$ cat src/rtl/sipo_pkg.sv
// sipo_pkg: shared definitions for the serial-in/parallel-out receiver.
//   - sipo_state_e   : receive FSM states
//   - SIPO_*_DEF     : default word width and buffer depth
//   - sipo_ptr_width : buffer pointer width for a given depth
package sipo_pkg;

    typedef enum logic [1:0] {
        ST_IDLE   = 2'd0,
        ST_SHIFT  = 2'd1,
        ST_PARITY = 2'd2
    } sipo_state_e;

    localparam int SIPO_WIDTH_DEF = 8;
    localparam int SIPO_DEPTH_DEF = 4;

    // A single-entry buffer still needs one pointer bit.
    function automatic int sipo_ptr_width(input int depth);
        return (depth > 1) ? $clog2(depth) : 1;
    endfunction

endpackage

$ cat src/rtl/sipo_buf.sv
// sipo_buf: DEPTH x WIDTH single-clock word buffer for the receiver.
// Ports:
//   clk, rst_n        : clock, asynchronous active-low reset
//   push, wdata       : write request and word
//   pop               : read request; rdata is loaded on the same edge
//   rdata             : last popped word (registered, holds on empty pop)
//   empty, full       : occupancy flags from the registered pointers
//   rd_error          : one-cycle pulse, pop while empty
//   ovf_error         : one-cycle pulse, push dropped because full
import sipo_pkg::*;

module sipo_buf #(
    parameter int WIDTH     = SIPO_WIDTH_DEF,
    parameter int DEPTH     = SIPO_DEPTH_DEF,
    parameter int PTR_WIDTH = sipo_ptr_width(DEPTH)
) (
    input  logic             clk,
    input  logic             rst_n,
    input  logic             push,
    input  logic [WIDTH-1:0] wdata,
    input  logic             pop,
    output logic [WIDTH-1:0] rdata,
    output logic             empty,
    output logic             full,
    output logic             rd_error,
    output logic             ovf_error
);

    logic [WIDTH-1:0] mem [DEPTH];

    // {toggle, pointer}: a plain increment flips the toggle exactly when the
    // pointer wraps from DEPTH-1 to 0 (DEPTH is a power of two).
    logic [PTR_WIDTH:0]   wr_cnt;
    logic [PTR_WIDTH:0]   rd_cnt;
    logic [PTR_WIDTH-1:0] wr_ptr;
    logic [PTR_WIDTH-1:0] rd_ptr;
    logic                 do_push;
    logic                 do_pop;

    assign wr_ptr = wr_cnt[PTR_WIDTH-1:0];
    assign rd_ptr = rd_cnt[PTR_WIDTH-1:0];

    assign empty = (wr_ptr == rd_ptr) && (wr_cnt[PTR_WIDTH] == rd_cnt[PTR_WIDTH]);
    assign full  = (wr_ptr == rd_ptr) && (wr_cnt[PTR_WIDTH] != rd_cnt[PTR_WIDTH]);

    // A push against a full buffer is dropped even when a pop frees a slot
    // on the same edge; full is judged before the edge.
    assign do_push = push && !full;
    assign do_pop  = pop && !empty;

    always_ff @(posedge clk) begin
        if (do_push) begin
            mem[wr_ptr] <= wdata;
        end
    end

    always_ff @(posedge clk or negedge rst_n) begin
        if (!rst_n) begin
            wr_cnt    <= '0;
            rd_cnt    <= '0;
            rdata     <= '0;
            rd_error  <= 1'b0;
            ovf_error <= 1'b0;
        end else begin
            rd_error  <= pop && empty;
            ovf_error <= push && full;
            if (do_push) begin
                wr_cnt <= wr_cnt + 1'b1;
            end
            if (do_pop) begin
                rdata  <= mem[rd_ptr];
                rd_cnt <= rd_cnt + 1'b1;
            end
        end
    end

endmodule

$ cat src/rtl/sipo_deserializer.sv
// sipo_deserializer: framed serial-in/parallel-out receiver with output buffer.
// Assembles WIDTH-bit words from a strobed bit stream (sstart_i marks the
// first bit) and queues them in sipo_buf for a read-enable consumer.
// Ports:
//   clk_i, rst_n_i          : clock, asynchronous active-low reset
//   sdata_i/svalid_i/sstart_i : serial bit, bit strobe, first-bit marker
//   rd_en_i, rdata_o        : pop request, popped word (valid next cycle)
//   empty_o, full_o         : buffer occupancy flags
//   rd_error_o, ovf_error_o : pop-on-empty / drop-on-full pulses
//   frame_err_o             : sstart_i seen while a word was in progress
//   parity_err_o            : even-parity mismatch (0 when parity is off)
// Build option: define SIPO_PARITY_EN to expect one even-parity bit after
// each word; mismatching words are discarded.
import sipo_pkg::*;

module sipo_deserializer #(
    parameter int WIDTH     = SIPO_WIDTH_DEF,
    parameter int DEPTH     = SIPO_DEPTH_DEF,
    parameter int PTR_WIDTH = sipo_ptr_width(DEPTH),
    parameter int MSB_FIRST = 1
) (
    input  logic             clk_i,
    input  logic             rst_n_i,
    input  logic             sdata_i,
    input  logic             svalid_i,
    input  logic             sstart_i,
    input  logic             rd_en_i,
    output logic [WIDTH-1:0] rdata_o,
    output logic             empty_o,
    output logic             full_o,
    output logic             rd_error_o,
    output logic             ovf_error_o,
    output logic             frame_err_o,
    output logic             parity_err_o
);

    localparam int             CNT_W    = $clog2(WIDTH + 1);
    localparam logic [CNT_W-1:0] LAST_BIT = CNT_W'(WIDTH - 1);

    sipo_state_e      state;
    logic [WIDTH-1:0] shreg;
    logic [CNT_W-1:0] bit_cnt;
    logic [WIDTH-1:0] first_word;
    logic [WIDTH-1:0] shift_word;
    logic [WIDTH-1:0] push_data;
    logic             push;
    logic             data_bit;

    // A strobed bit that is not a start marker continues the current word.
    assign data_bit = svalid_i && !sstart_i;

    // The first bit is placed so that WIDTH-1 further shifts carry it to
    // bit WIDTH-1 (MSB-first) or bit 0 (LSB-first).
    always_comb begin
        first_word = '0;
        if (MSB_FIRST != 0) begin
            first_word[0]       = sdata_i;
            shift_word          = {shreg[WIDTH-2:0], sdata_i};
        end else begin
            first_word[WIDTH-1] = sdata_i;
            shift_word          = {sdata_i, shreg[WIDTH-1:1]};
        end
    end

`ifdef SIPO_PARITY_EN
    logic parity_ok;

    // Word is held in shreg while the parity bit arrives.
    assign parity_ok = ((^shreg) ^ sdata_i) == 1'b0;
    assign push      = data_bit && (state == ST_PARITY) && parity_ok;
    assign push_data = shreg;

    always_ff @(posedge clk_i or negedge rst_n_i) begin
        if (!rst_n_i) begin
            parity_err_o <= 1'b0;
        end else begin
            parity_err_o <= data_bit && (state == ST_PARITY) && !parity_ok;
        end
    end
`else
    // Push on the edge that samples the last data bit.
    assign push         = data_bit && (state == ST_SHIFT) && (bit_cnt == LAST_BIT);
    assign push_data    = shift_word;
    assign parity_err_o = 1'b0;
`endif

    always_ff @(posedge clk_i or negedge rst_n_i) begin
        if (!rst_n_i) begin
            state       <= ST_IDLE;
            shreg       <= '0;
            bit_cnt     <= '0;
            frame_err_o <= 1'b0;
        end else begin
            frame_err_o <= 1'b0;
            if (svalid_i && sstart_i) begin
                // A start marker always begins a new word; any partial word
                // (data or awaiting parity) is abandoned.
                if (state != ST_IDLE) begin
                    frame_err_o <= 1'b1;
                end
                shreg   <= first_word;
                bit_cnt <= CNT_W'(1);
                state   <= ST_SHIFT;
            end else if (data_bit) begin
                case (state)
                    ST_SHIFT: begin
                        shreg   <= shift_word;
                        bit_cnt <= bit_cnt + 1'b1;
                        if (bit_cnt == LAST_BIT) begin
`ifdef SIPO_PARITY_EN
                            state <= ST_PARITY;
`else
                            state   <= ST_IDLE;
                            bit_cnt <= '0;
`endif
                        end
                    end
`ifdef SIPO_PARITY_EN
                    ST_PARITY: begin
                        state   <= ST_IDLE;
                        bit_cnt <= '0;
                    end
`endif
                    default: begin
                        // Unframed bits in IDLE are ignored.
                    end
                endcase
            end
        end
    end

    sipo_buf #(
        .WIDTH     (WIDTH),
        .DEPTH     (DEPTH),
        .PTR_WIDTH (PTR_WIDTH)
    ) u_buf (
        .clk       (clk_i),
        .rst_n     (rst_n_i),
        .push      (push),
        .wdata     (push_data),
        .pop       (rd_en_i),
        .rdata     (rdata_o),
        .empty     (empty_o),
        .full      (full_o),
        .rd_error  (rd_error_o),
        .ovf_error (ovf_error_o)
    );

endmodule

$ cat config.mk
export PLATFORM = sky130hd
export DESIGN_NAME = sipo_deserializer
export DESIGN_NICKNAME = d
export VERILOG_FILES = /design/src/rtl/sipo_pkg.sv /design/src/rtl/sipo_buf.sv /design/src/rtl/sipo_deserializer.sv
export SDC_FILE = /design/constraint.sdc
export NUM_CORES = 1
export LEC_CHECK = 0
export CAP_MARGIN = 20
export CORE_AREA = 5 5 87 89
export DETAILED_ROUTE_END_ITERATION = 7
export DIE_AREA = 0 0 92 94
export DONT_BUFFER_PORTS = 1
export SETUP_SLACK_MARGIN = 0.05
export SLEW_MARGIN = 20
export SYNTH_ARGS = -nofsm -noshare
export SYNTH_HDL_FRONTEND = slang
export SYNTH_SLANG_ARGS = --single-unit
$ cat constraint.sdc
create_clock -name clk_i -period 2.4 [get_ports clk_i]
set_clock_uncertainty 0.2 [all_clocks]
set_input_delay 0.24 -clock clk_i [delete_from_list [all_inputs] [get_ports clk_i]]
set_output_delay 0.24 -clock clk_i [all_outputs]
set_load 0.005 [all_outputs]
==> flow_summary.yaml <==
critical_path:
  reg2reg_from: "bit_cnt[1]"
  end_kind: "flip-flop"
  r2r-end: "u_buf.mem[0][5]"
  r2r_setup_slack_ns: 0.38
  critical_path_arrival_ns: 1.84
  path_cells: "ha_1, nand4b_1, a311oi_4, and2_2"
  critPathBufInv: 0
  path_class: "flip-flop to flip-flop"
  ff2ff_path_depth: 4
  cp_slowest_cell: "a311oi_4"
  worst_setup_path_start_kind: "flip-flop"
  critPathMaxFanout: 8
  crit_path_max_incr_delay_ns: 0.39
  crit_required_ns: 2.22
  crit_family: "simple AND/OR/NAND/NOR gates"
final_layout:
  final_core_util_pct: 44.72
  mostFrequentLayoutCell: "edfxtp_1"
  final.fill_count: 614
  n_antenna_cell: 0
  area_growth_pct: 14.92
  drive_above_1_share_pct: 20.67
  nets: 186
  stdcell_area_um2: 2988
  most-common-layout-cells: "edfxtp_1 (32), dfrtp_1 (29), mux2_2 (10), clkbuf_8 (10)"
floorplanning:
  start_util_pct: 38.91
  die_area_um2: 8648
  num_rows: 30
  die_x_um: 92
  pin_count: 20
  die-height_um: 94
  core_area_um2: 6681
pwr:
  power_leakage_uw: 0.001165
  total_power_uw: 3154
  ir_worst_vdd_uv: 351.3
  p_per_area_nw_per_um2: 1056
clock_tree:
  cts_tree: "done"
  worstSkewPairLatency_ns: 0.32
  clock_sinks: 61
  clk_pin_slew_worst_paths_ns: 0.07
  cts_resized: 0
  clk_path_buf_depth: 2
  root_buffer: "clkbuf_8"
  h-tree-depth: 3
  cts_buffers: 9
yosys:
  synth-edff-count: 32
  syn_inst: 161
  ys_seq_area_share_pct: 64.87
  synth.distinct_cells: 35
  synth_ff_type: "edfxtp_1"
  ys_ff_latch: 61
  syn_area_um2: 2600
  avgSynthCellArea_um2: 16.15
  yosysWarnings: 0
  synthArstFlopShare_pct: 47.54
  ys_top_cells_by_area: "edfxtp_1 (37%), dfrtp_1 (28%), mux4_1 (8.1%)"
  synth_nets: 173
  synth_top_area_cell: "edfxtp_1"
  synth_top_area_share_pct: 36.96
route:
  drc: 0
  vias: 1358
  ant_nets: 0
  wl_per_cell_um: 17.53
  wl_um: 4539
  drt_iter0_markers: 83
  firstDrtPassIters: 4
  viasPerCell: 5.243
timing:
  setup_viol: 0
  grt_setup_unrepaired: "no"
  fmax_mhz: 495.8
  finalHoldViolations: 0
  fin_setup_tns_ns: 0
  drv_slew: 0
  period_minus_slack_ns: 2.017
  period_share_pct: 84.04
  whs_ns: 0.02578
hold_path:
  hp-class: "primary input to flip-flop"
  whs_path_depth: 2
  hold_end: "bit_cnt[3]"
  min_from: "sstart_i"
global_routing:
  grtUsageTotal_pct: 11.74
  grt_max_degree: 30
  grt_overflow: 0
  grt_pass1_vias: 1457
  antenna_found_initial: 0
  grt_pass1_wl_um: 7679
placed_design:
  placement.io_buffers: 0
  place_congestion: 0.7238
  postPlaceCellArea_um2: 2678
  dp_hpwl_um: 3066
run_status:
  status: "finished, final reports clean"
run:
  max-cap-violations: 0
-- timing repair --
item / CTS / global route
endpoints found under the hold margin: 47 / 0
buffers inserted: 0 / 0
hold buffers: 6 / 0
-- how the worst max path moves through the flow --
stage / from / end / slack, ns / cells after the start
2_1_floorplan: u_buf.rd_cnt[1] / u_buf.mem[0][0] / 0.55 / 4
3_3_place_gp: bit_cnt[1] / u_buf.mem[2][6] / 0.45 / 4
3_5_place_dp: bit_cnt[1] / u_buf.mem[0][3] / 0.36 / 4
4_1_cts: bit_cnt[1] / u_buf.mem[0][5] / 0.34 / 4
5_1_grt: bit_cnt[1] / u_buf.mem[2][3] / 0.22 / 4
6_report: bit_cnt[1] / u_buf.mem[0][5] / 0.38 / 4
-- routing by layer --
metal  GRT usage, %  routed length, um
met3          3.285                171
met2          17.70               2100
met4          6.312                 94
met5              0                  0
met1          15.36               2172
-- sequential cells by signal, summed over array words and instances (netlist names) --
signal           flops
u_buf.mem           32
u_buf.rdata          8
shreg                7
bit_cnt              4
u_buf.rd_cnt         3
u_buf.wr_cnt         3
frame_err_o          1
state                1
u_buf.ovf_error      1
u_buf.rd_error       1
-- cell families (layout without fill, tap and decap cells) --
logic type               Yosys count  in the layout  share of synthesized area, %
AO/OA/AOI/OAI                     26             26                         7.267
XOR/XNOR                           8              8                         3.273
adder cells (fa/ha/maj)            6              6                         2.887
buffers and inverters             14             32                         2.887
flip-flops                        61             61                         64.87
multiplexers                      18             18                         12.42
other                              1              1                        0.1442
AND/OR/NAND/NOR                   27             27                         6.257
-- synth_stat cells, drive strengths merged, types with 2 or more instances --
master and n:
edfxtp 32, dfrtp 29, mux2 10, a21oi 8, mux4 8, nor2b 7
o2bb2ai 7, ha 6, inv 6, o21ai 6, and2 5, xnor2 5
buf 4, clkbuf 4, nand2 4, nor2 3, xor2 3, nor3 2
-- metrics by stage --
step,worst slack [ns],instances
after floorplan,0.5492,161
after global routing,0.2186,259
after detailed placement,0.3639,237
final,0.3831,259
after CTS,0.3427,259
after global placement,0.4510,237
-- final cells by class --
type / count / area (um^2) / share of cell area, %
well taps: 80 / 100.1 / 3.350
flip-flops and latches: 61 / 1687 / 56.45
multi-input cells: 86 / 838.3 / 28.06
inverters: 6 / 22.52 / 0.7538
clock buffers: 11 / 141.4 / 4.732
repair buffers: 10 / 100.1 / 3.350
clock inverters: 5 / 98.84 / 3.308
-- report_power, final --
group          leakage, uW  total (uW)  internal, uW  switching (uW)
Combinational     0.000385         667           345             322
Sequential        0.000658        1380          1250             132
Clock             0.000121        1110           714             393
Note: power is estimated with default switching activity, not from simulation.
